<file path="src/rtl/if_fetch_sequencer_pkg.sv">
// Shared encodings for the instruction-fetch sequencer: next-PC selects, FSM states, IF/ID layout.
package if_fetch_sequencer_pkg;

  localparam logic [1:0] PCSRC_SEQ = 2'b00;
  localparam logic [1:0] PCSRC_BR  = 2'b01;
  localparam logic [1:0] PCSRC_JR  = 2'b10;
  localparam logic [1:0] PCSRC_J   = 2'b11;

  localparam logic [1:0] ST_RUN       = 2'd0;
  localparam logic [1:0] ST_HALT_PEND = 2'd1;
  localparam logic [1:0] ST_HALTED    = 2'd2;

  localparam logic [31:0] NOP_INST_DEFAULT = 32'h0000_0000;

  typedef struct packed {
    logic [31:0] inst;
    logic [31:0] pc_plus4;
    logic        valid;
  } ifid_t;

  function automatic logic [31:0] align_word(input logic [31:0] addr);
    return {addr[31:2], 2'b00};
  endfunction

endpackage

</file>
<file path="src/rtl/if_fetch_sequencer_pc_next_sel.sv">
// Next-PC selection: wrapping PC+4 adder, 4:1 target mux and word alignment.
module if_fetch_sequencer_pc_next_sel
  import if_fetch_sequencer_pkg::*;
(
  input  logic [31:0] i_pc,
  input  logic [1:0]  i_pcsrc,
  input  logic [31:0] i_br_target,
  input  logic [31:0] i_jr_target,
  input  logic [31:0] i_j_target,
  output logic [31:0] o_pc_plus4,
  output logic [31:0] o_pc_next
);

  logic [31:0] w_pc_plus4;
  logic [31:0] w_raw_target;

  assign w_pc_plus4 = i_pc + 32'd4;

  always_comb begin
    w_raw_target = w_pc_plus4;
    case (i_pcsrc)
      PCSRC_SEQ: w_raw_target = w_pc_plus4;
      PCSRC_BR:  w_raw_target = i_br_target;
      PCSRC_JR:  w_raw_target = i_jr_target;
      PCSRC_J:   w_raw_target = i_j_target;
      default:   w_raw_target = w_pc_plus4;
    endcase
  end

  assign o_pc_plus4 = w_pc_plus4;
  assign o_pc_next  = align_word(w_raw_target);

endmodule

</file>
<file path="src/rtl/if_fetch_sequencer.sv">
// Fetch-stage sequencer: PC register, IF/ID register, stall/flush handling and debug halt FSM.
module if_fetch_sequencer
  import if_fetch_sequencer_pkg::*;
#(
  parameter logic [31:0] RESET_PC = 32'h0000_0000,
  parameter logic [31:0] NOP_INST = NOP_INST_DEFAULT
) (
  input  logic        Clk,
  input  logic        Clrn,
  input  logic [1:0]  Pcsrc,
  input  logic [31:0] I_jump_PC,
  input  logic [31:0] ID_Qa,
  input  logic [31:0] J_jump_PC,
  input  logic        Stall,
  input  logic        Halt_req,
  input  logic        Resume,
  input  logic [31:0] IF_Inst,
  output logic [31:0] PC,
  output logic [31:0] ID_Inst,
  output logic [31:0] ID_PC_plus4,
  output logic        ID_Valid,
  output logic        Halted,
  output logic [31:0] Fetch_count
);

  logic [1:0]  r_state;
  logic [31:0] r_pc;
  ifid_t       r_ifid;
  logic        r_halted;
  logic [31:0] r_fetch_count;

  logic [1:0]  w_state_d;
  logic [31:0] w_pc_d;
  ifid_t       w_ifid_d;
  logic [31:0] w_fetch_count_d;
  logic [31:0] w_pc_plus4;
  logic [31:0] w_pc_next;
  logic        w_redirect;
  logic        w_halted_st;
  logic        w_advance;

  if_fetch_sequencer_pc_next_sel u_pc_next_sel (
    .i_pc        (r_pc),
    .i_pcsrc     (Pcsrc),
    .i_br_target (I_jump_PC),
    .i_jr_target (ID_Qa),
    .i_j_target  (J_jump_PC),
    .o_pc_plus4  (w_pc_plus4),
    .o_pc_next   (w_pc_next)
  );

  assign w_redirect  = (Pcsrc != PCSRC_SEQ);
  assign w_halted_st = (r_state == ST_HALTED);
  // HALT_PEND advances exactly like RUN; only HALTED and stalls freeze the PC.
  assign w_advance   = !w_halted_st && !Stall;

  always_comb begin
    w_state_d = r_state;
    case (r_state)
      ST_RUN: begin
        if (Halt_req) begin
          w_state_d = Stall ? ST_HALT_PEND : ST_HALTED;
        end
      end
      ST_HALT_PEND: begin
        if (!Stall) begin
          w_state_d = ST_HALTED;
        end
      end
      ST_HALTED: begin
        if (Resume && !Halt_req) begin
          w_state_d = ST_RUN;
        end
      end
      default: w_state_d = ST_RUN;
    endcase
  end

  always_comb begin
    w_pc_d          = r_pc;
    w_ifid_d        = r_ifid;
    w_fetch_count_d = r_fetch_count;
    if (w_halted_st) begin
      // Drain: keep feeding bubbles while the PC is frozen.
      w_ifid_d.inst  = NOP_INST;
      w_ifid_d.valid = 1'b0;
    end else if (w_advance) begin
      w_pc_d            = w_pc_next;
      w_ifid_d.pc_plus4 = w_pc_plus4;
      if (w_redirect) begin
        w_ifid_d.inst  = NOP_INST;
        w_ifid_d.valid = 1'b0;
      end else begin
        w_ifid_d.inst   = IF_Inst;
        w_ifid_d.valid  = 1'b1;
        w_fetch_count_d = r_fetch_count + 32'd1;
      end
    end
  end

  always_ff @(posedge Clk or negedge Clrn) begin
    if (!Clrn) begin
      r_state       <= ST_RUN;
      r_pc          <= RESET_PC;
      r_ifid.inst   <= NOP_INST;
      r_ifid.pc_plus4 <= 32'h0000_0000;
      r_ifid.valid  <= 1'b0;
      r_halted      <= 1'b0;
      r_fetch_count <= 32'h0000_0000;
    end else begin
      r_state       <= w_state_d;
      r_pc          <= w_pc_d;
      r_ifid        <= w_ifid_d;
      r_halted      <= (w_state_d == ST_HALTED);
      r_fetch_count <= w_fetch_count_d;
    end
  end

  assign PC          = r_pc;
  assign ID_Inst     = r_ifid.inst;
  assign ID_PC_plus4 = r_ifid.pc_plus4;
  assign ID_Valid    = r_ifid.valid;
  assign Halted      = r_halted;
  assign Fetch_count = r_fetch_count;

endmodule

</file>
<file path="config.mk">
export PLATFORM = sky130hd
export DESIGN_NAME = if_fetch_sequencer
export DESIGN_NICKNAME = d
export VERILOG_FILES = /design/src/rtl/if_fetch_sequencer_pkg.sv /design/src/rtl/if_fetch_sequencer_pc_next_sel.sv /design/src/rtl/if_fetch_sequencer.sv
export SDC_FILE = /design/constraint.sdc
export NUM_CORES = 1
export LEC_CHECK = 0
export ABC_AREA = 1
export BUFFER_PORTS_ARGS = -buffer_cell sky130_fd_sc_hd__buf_2
export CAP_MARGIN = 20
export CORE_MARGIN = 2
export CORE_UTILIZATION = 50
export CTS_CLUSTER_SIZE = 8
export DETAILED_ROUTE_END_ITERATION = 10
export PLACE_DENSITY = 0.87
export SLEW_MARGIN = 10
export SYNTH_ARGS = -nofsm -noshare
export SYNTH_HDL_FRONTEND = slang
export SYNTH_SLANG_ARGS = --single-unit
</file>
<file path="constraint.sdc">
create_clock -name Clk -period 1.9 [get_ports Clk]
set_input_delay 0.19 -clock Clk [delete_from_list [all_inputs] [get_ports Clk]]
set_output_delay 0.19 -clock Clk [all_outputs]
set_load 0.1 [all_outputs]
</file>
==> flow_metrics.py, run 1 <==
metrics = {
    "placed_design": {
        "dpl.cell_count": 1379,
        "port-buffer-count": 254,
        "pre_cts_slack_ns": 0.210,
        "place_area_um2": 8650,
        "dp_hpwl_um": 15600,
        "gp_congestion": 0.954,
    },
    "floorplanning": {
        "core_um2": 13900,
        "start_util_pct": 51.4,
        "die_w_um": 124,
        "die_h_um": 124,
        "row_count": 43,
        "dieArea_um2": 15300,
        "ios": 265,
    },
    "global_route": {
        "grt_pass1_wl_um": 34700,
        "grt_pass1_vias": 7302,
        "grt-ovfl-total": 0,
        "antenna_found_initial": 3,
        "grt_usage_pct": 29.6,
        "grt_start_max_net_pins": 68,
    },
    "critical_path": {
        "worstPathMaxFanout": 6,
        "critPathLaunchType": "flip-flop",
        "crit_required_ns": 2.21,
        "worstPathArrival_ns": 2.02,
        "critPathKind": "reg -> reg",
        "critPathCaptureType": "flip-flop",
    },
    "sta": {
        "setup_viol": 0,
        "fmax_ghz": 0.586,
        "fin_crit_sh_pct": 89.8,
        "fin_crit_ns": 1.71,
        "setup_ws_ns": 0.193,
        "hold_ws_ns": 0.0549,
        "hold_viol_final": 0,
        "fin_setup_tns_ns": 0,
        "grt_setup_unrepaired": "false",
        "worst_slew_pin_slew_ns": 0.683,
        "report.final.slew_viol_count": 0,
        "clock_skew_ns": 0.00659,
        "relSlewSlack_pct": 54.4,
    },
    "synthesis": {
        "avgSynthCellArea_um2": 7.40,
        "synth_fa_ha_area_share_pct": 0.350,
        "yosysTopAreaCell": "dfrtp_1",
        "synth_top_family_by_area": "simple AND/OR/NAND/NOR gates",
        "synth_top_cell_area_share_pct": 44.8,
        "synth_compound_area_share_pct": 9.00,
        "synth_area_leaders": "dfrtp_1 (45%), nand2_1 (22%), nor2_1 (4.8%)",
        "ys_types": 31,
        "synthMuxAreaShare_pct": 0,
        "synth_area_um2": 7160,
        "synth-simple-area-share_pct": 35.9,
        "yosysWarnings": 0,
        "synth_seq_cells": 128,
        "synth_xor_area_share_pct": 3.90,
        "synthCells": 967,
        "ys_seq_area_share_pct": 44.8,
    },
    "routing": {
        "avgViaCountPerCell": 5.28,
        "dr.first_iter.drc_count": 434,
        "first_pass_iters": 5,
        "wl_um": 22400,
        "drcViolationCount": 0,
        "ant_nets": 0,
        "via_count": 7630,
        "wire_per_inst_um": 15.5,
    },
    "cts": {
        "cts_tree": "yes",
        "ctsResizeCount": 0,
        "clkSinkCount": 128,
        "htree_levels": 4,
        "worstSkewPairLatency_ns": 0.43,
        "postCtsSetupBuffers": 0,
        "root_buffer": "clkbuf_16",
        "cts_inserted_buffers": 17,
        "clkSlewWorstSetupHoldPaths_ns": 0.06,
        "cts_buffer_depth": 2,
    },
    "status": {
        "status": "complete, no violations",
    },
    "layout": {
        "final_cells": 1446,
        "finalNetCount": 1388,
        "post_route_cells_drive_above_1_share_pct": 28.6,
        "area_growth_pct": 34.4,
        "finalInstanceArea_um2": 9620,
        "final_util_pct": 69.0,
    },
    "hold_path": {
        "hold_path_class": "in -> reg",
    },
    "pwr": {
        "ir_drop_mv": 0.836,
        "p_leak_nw": 5.05,
        "power_mw": 14.5,
        "powerDensity_nw_per_um2": 1500,
    },
    "flow_run": {
        "drv_cap": 0,
    },
}
-- worst max-delay path, stage by stage (launching register included) --
cell,delay (ns)
dfrtp_2,0.41
ha_1,0.20
nand2_1,0.09
nor2_1,0.17
nand2_2,0.16
nor2_4,0.21
nand2_1,0.08
nand2_1,0.07
nand2_1,0.07
nand2_1,0.07
nand2_1,0.07
-- kinds of logic after synthesis --
family / Yosys count
AND/OR/NAND/NOR: 619
XOR/XNOR: 31
adder cells (fa/ha/maj): 2
buffers and inverters: 104
AO/OA/AOI/OAI: 82
flip-flops: 128
other: 1
-- path summary, 6_finish.rpt --
path                                 startpoint              end  slack (ns)  cells past startpoint
worst max-delay path                      PC[2]  ID_PC_plus4[20]        0.19                     10
worst min-delay path                      Stall       r_state[0]        0.05                      3
worst max register to register            PC[2]  ID_PC_plus4[20]        0.19                     10
worst min register to register  ID_PC_plus4[11]  ID_PC_plus4[11]        0.47                      2
max in group asynchronous                  Clrn  Fetch_count[10]        1.23                      3
min in group asynchronous                  Clrn  ID_PC_plus4[24]        0.32                      3
-- routing by layer --
layer  share of wire [%]  routed length (um)  track usage [%]
met5               0.058                  13                0
met4                 3.2                 727             13.2
met3                 8.2                1850             8.42
met2                  51               11400             53.7
met1                  38                8430             31.9
-- final cells by class --
type / count / area (um^2)
flip-flops and latches: 128 / 3240
repair buffers: 300 / 1740
multi-input cells: 738 / 3530
diodes: 2 / 5.00
inverters: 66 / 248
well taps: 180 / 225
clock inverters: 13 / 186
clock buffers: 19 / 443
fillers: 1127 / 4320
-- power breakdown --
part	internal, mW	switching [mW]
Sequential	3.36	0.595
Clock	2.23	1.26
Combinational	1.12	5.89
Total	6.71	7.75
-- synth_stat cells --
cell type	instances
nand3_2	2
and2_1	1
conb_1	1
nand2_2	6
o22ai_1	2
o2111ai_1	1
nand2_4	1
nor2_2	12
o211ai_1	2
nor2_4	8
nor3_1	1
clkbuf_1	10
clkinv_1	1
nand4_1	5
a22oi_1	25
nand2_1	422
xor2_2	1
dfrtp_1	128
nand3b_1	6
ha_1	2
nor2_1	91
buf_1	1
buf_2	23
nand3_1	64
xnor2_1	6
a32o_1	32
o21ai_0	20
inv_1	60
inv_2	5
buf_4	4
xor2_1	24
-- state kept, by name, indices dropped and copies added (netlist names) --
register	flops
ID_Inst	32
ID_Valid	1
Fetch_count	32
r_state	2
PC	30
ID_PC_plus4	30
Halted	1
-- layout by cell type, fill, tap and decap left out, types with 5 or more instances in the layout --
cell type,instances
nand2_1,422
buf_2,253
dfrtp_1,100
nor2_1,90
nand3_1,64
inv_1,60
dlygate4sd3_1,33
a32o_1,32
dfrtp_2,28
a22oi_1,25
xor2_1,24
o21ai_0,20
clkbuf_16,17
nor2_2,13
buf_4,11
nor2_4,8
nand3b_1,6
xnor2_1,6
nand2_2,6
inv_2,5
nand4_1,5
-- repair_timing --
item / 4_1_cts / 5_1_grt
endpoints found under the hold margin: 159 / 1
setup endpoints to repair: 0 / 0
hold buffers: 32 / 1
Power figures use the tool's default switching activity.
==> run 2: changes to the inputs <==
BUFFER_PORTS_ARGS = -buffer_cell sky130_fd_sc_hd__buf_4   (was -buffer_cell sky130_fd_sc_hd__buf_2)
==> flow_metrics.py, run 2 (same netlist as run 1, synthesis figures left out) <==
metrics = {
    "pwr": {
        "netSwitchingPower_mw": 7.92,
        "powerDensity_nw_per_um2": 1470,
        "ir_drop_mv": 0.796,
        "p_comb_share_pct": 49.4,
        "clkPwrFrac_pct": 23.9,
        "intPower_mw": 7.15,
        "seq_power_share_pct": 26.7,
        "switching_share_pct": 52.6,
        "p_leak_nw": 5.18,
    },
    "layout": {
        "area_growth_pct": 43.4,
        "antennaDiodeCount": 0,
        "mostFrequentLayoutCells": "nand2_1 (422), buf_4 (264), dfrtp_1 (100)",
        "post_route_cells_drive_above_1_share_pct": 28.7,
        "finalNetCount": 1388,
        "final_common_cell": "nand2_1",
        "fill_cells": 1069,
    },
    "critical_path": {
        "worstPathArrival_ns": 2.02,
        "worstSetupStartpoint": "PC[2]",
        "critPathKind": "reg -> reg",
        "worstReg2RegStart": "PC[2]",
        "rrSetupSlack_ns": 0.18,
        "critPathLaunchType": "flip-flop",
        "endpoint": "PC[28]",
        "r2r_end": "PC[28]",
        "worstPathMaxFanout": 6,
        "crit_required_ns": 2.20,
        "rr_worst_depth": 10,
        "critPathCaptureType": "flip-flop",
    },
    "floorplanning": {
        "row_count": 43,
        "start_util_pct": 51.4,
        "core_um2": 13900,
        "ios": 265,
        "die_w_um": 124,
        "dieArea_um2": 15300,
        "die_h_um": 124,
    },
    "sta": {
        "setup_ws_ns": 0.181,
        "fin_crit_sh_pct": 90.5,
        "fin_setup_tns_ns": 0,
        "report.final.slew_viol_count": 0,
        "hold_viol_final": 0,
        "relSlewSlack_pct": 48.8,
        "fin_crit_ns": 1.72,
        "fmax_ghz": 0.582,
        "clock_skew_ns": 0.00978,
        "setup_viol": 0,
        "grt_setup_unrepaired": "false",
        "worst_slew_pin_slew_ns": 0.767,
    },
    "routing": {
        "first_pass_iters": 5,
        "ant_nets": 0,
        "drcViolationCount": 0,
        "dr.first_iter.drc_count": 612,
        "via_count": 7787,
        "wire_per_inst_um": 16.5,
        "wl_um": 23800,
        "avgViaCountPerCell": 5.39,
    },
    "cts": {
        "cts_inserted_buffers": 17,
        "cts_tree": "yes",
        "worstSkewPairLatency_ns": 0.43,
        "htree_levels": 4,
        "clkSlewWorstSetupHoldPaths_ns": 0.06,
        "clkSinkCount": 128,
        "ctsResizeCount": 0,
        "cts_buffer_depth": 2,
        "root_buffer": "clkbuf_16",
    },
    "global_route": {
        "grt_pass1_vias": 7462,
        "grt_start_max_net_pins": 50,
        "grt_usage_pct": 31.6,
        "grt-ovfl-total": 0,
        "antenna_found_initial": 0,
        "grt_pass1_wl_um": 36800,
    },
    "placed_design": {
        "port-buffer-count": 254,
        "gp_congestion": 0.974,
        "dp_hpwl_um": 16300,
        "pre_cts_slack_ns": 0.201,
    },
    "status": {
        "status": "complete, no violations",
    },
    "hold_path": {
        "hold_path_class": "in -> reg",
    },
    "flow_run": {
        "drv_cap": 0,
    },
}
-- run 2: area by class of cell --
class,instances,area (um^2),area share (%)
Clock inverter,14,204,1.99
Sequential cell,128,3240,31.6
Timing Repair Buffer,300,2370,23.1
Tap cell,180,225,2.20
Multi-Input combinational cell,738,3530,34.4
Inverter,66,248,2.41
Clock buffer,18,439,4.28
-- run 2: stage by stage --
stage / utilization (%) / std cells / cell area, um^2 / power, mW / hold WS, ns
after floorplan: - / 970 / 7200 / 9.56 / -0.106
after global placement: 66.6 / 1379 / 9290 / 11.3 / 0.164
after detailed placement: 66.6 / 1379 / 9290 / 11.4 / 0.162
after CTS: 73.6 / 1444 / 10300 / 15.1 / 0.0270
after global routing: 73.6 / 1444 / 10300 / 15.6 / 0.0492
final: 73.6 / 1444 / 10300 / 15.1 / 0.0349
-- run 2: per-layer routing --
metal | part of all wire [%] | track usage, % | up-vias
met5 | 0 | 0 | -
met4 | 3.6 | 14.8 | 0
met3 | 8.9 | 7.55 | 71
met2 | 51 | 56.5 | 385
met1 | 37 | 35.4 | 3664
li1 | - | - | 3667
-- run 2: worst max-delay path, stage by stage, from the launching register on --
cell	delay [ns]
dfrtp_2	0.41
ha_1	0.21
nand2_1	0.08
nor2_1	0.17
nand2_2	0.17
nor2_4	0.22
nand2_1	0.09
nand2_1	0.06
nand2_1	0.08
nand2_1	0.07
nand2_1	0.05
-- run 2: power groups by stage --
stage,sequential [mW],clock (mW),combinational (mW)
after floorplan,8.26,0,1.29
after global placement,3.99,0,7.33
after detailed placement,4.04,0,7.38
after CTS,4.00,3.60,7.46
after global routing,4.10,3.75,7.75
final,4.02,3.60,7.45
-- run 2: worst min path at each step --
| stage | start | to | cells after the start |
|---|---|---|---|
| final | Stall | r_state[0] | 3 |
| after global routing | Stall | r_state[0] | 3 |
| after CTS | Stall | r_state[0] | 3 |
| after global placement | Clrn | ID_PC_plus4[27] | 1 |
| after floorplan | Clrn | Fetch_count[0] | 0 |
| after detailed placement | Clrn | ID_PC_plus4[27] | 1 |
-- run 2: what timing repair did --
item                                   in CTS  in global routing
buffers inserted                            0                  0
endpoints found under the hold margin      59                  0
hold buffers                               33                  0
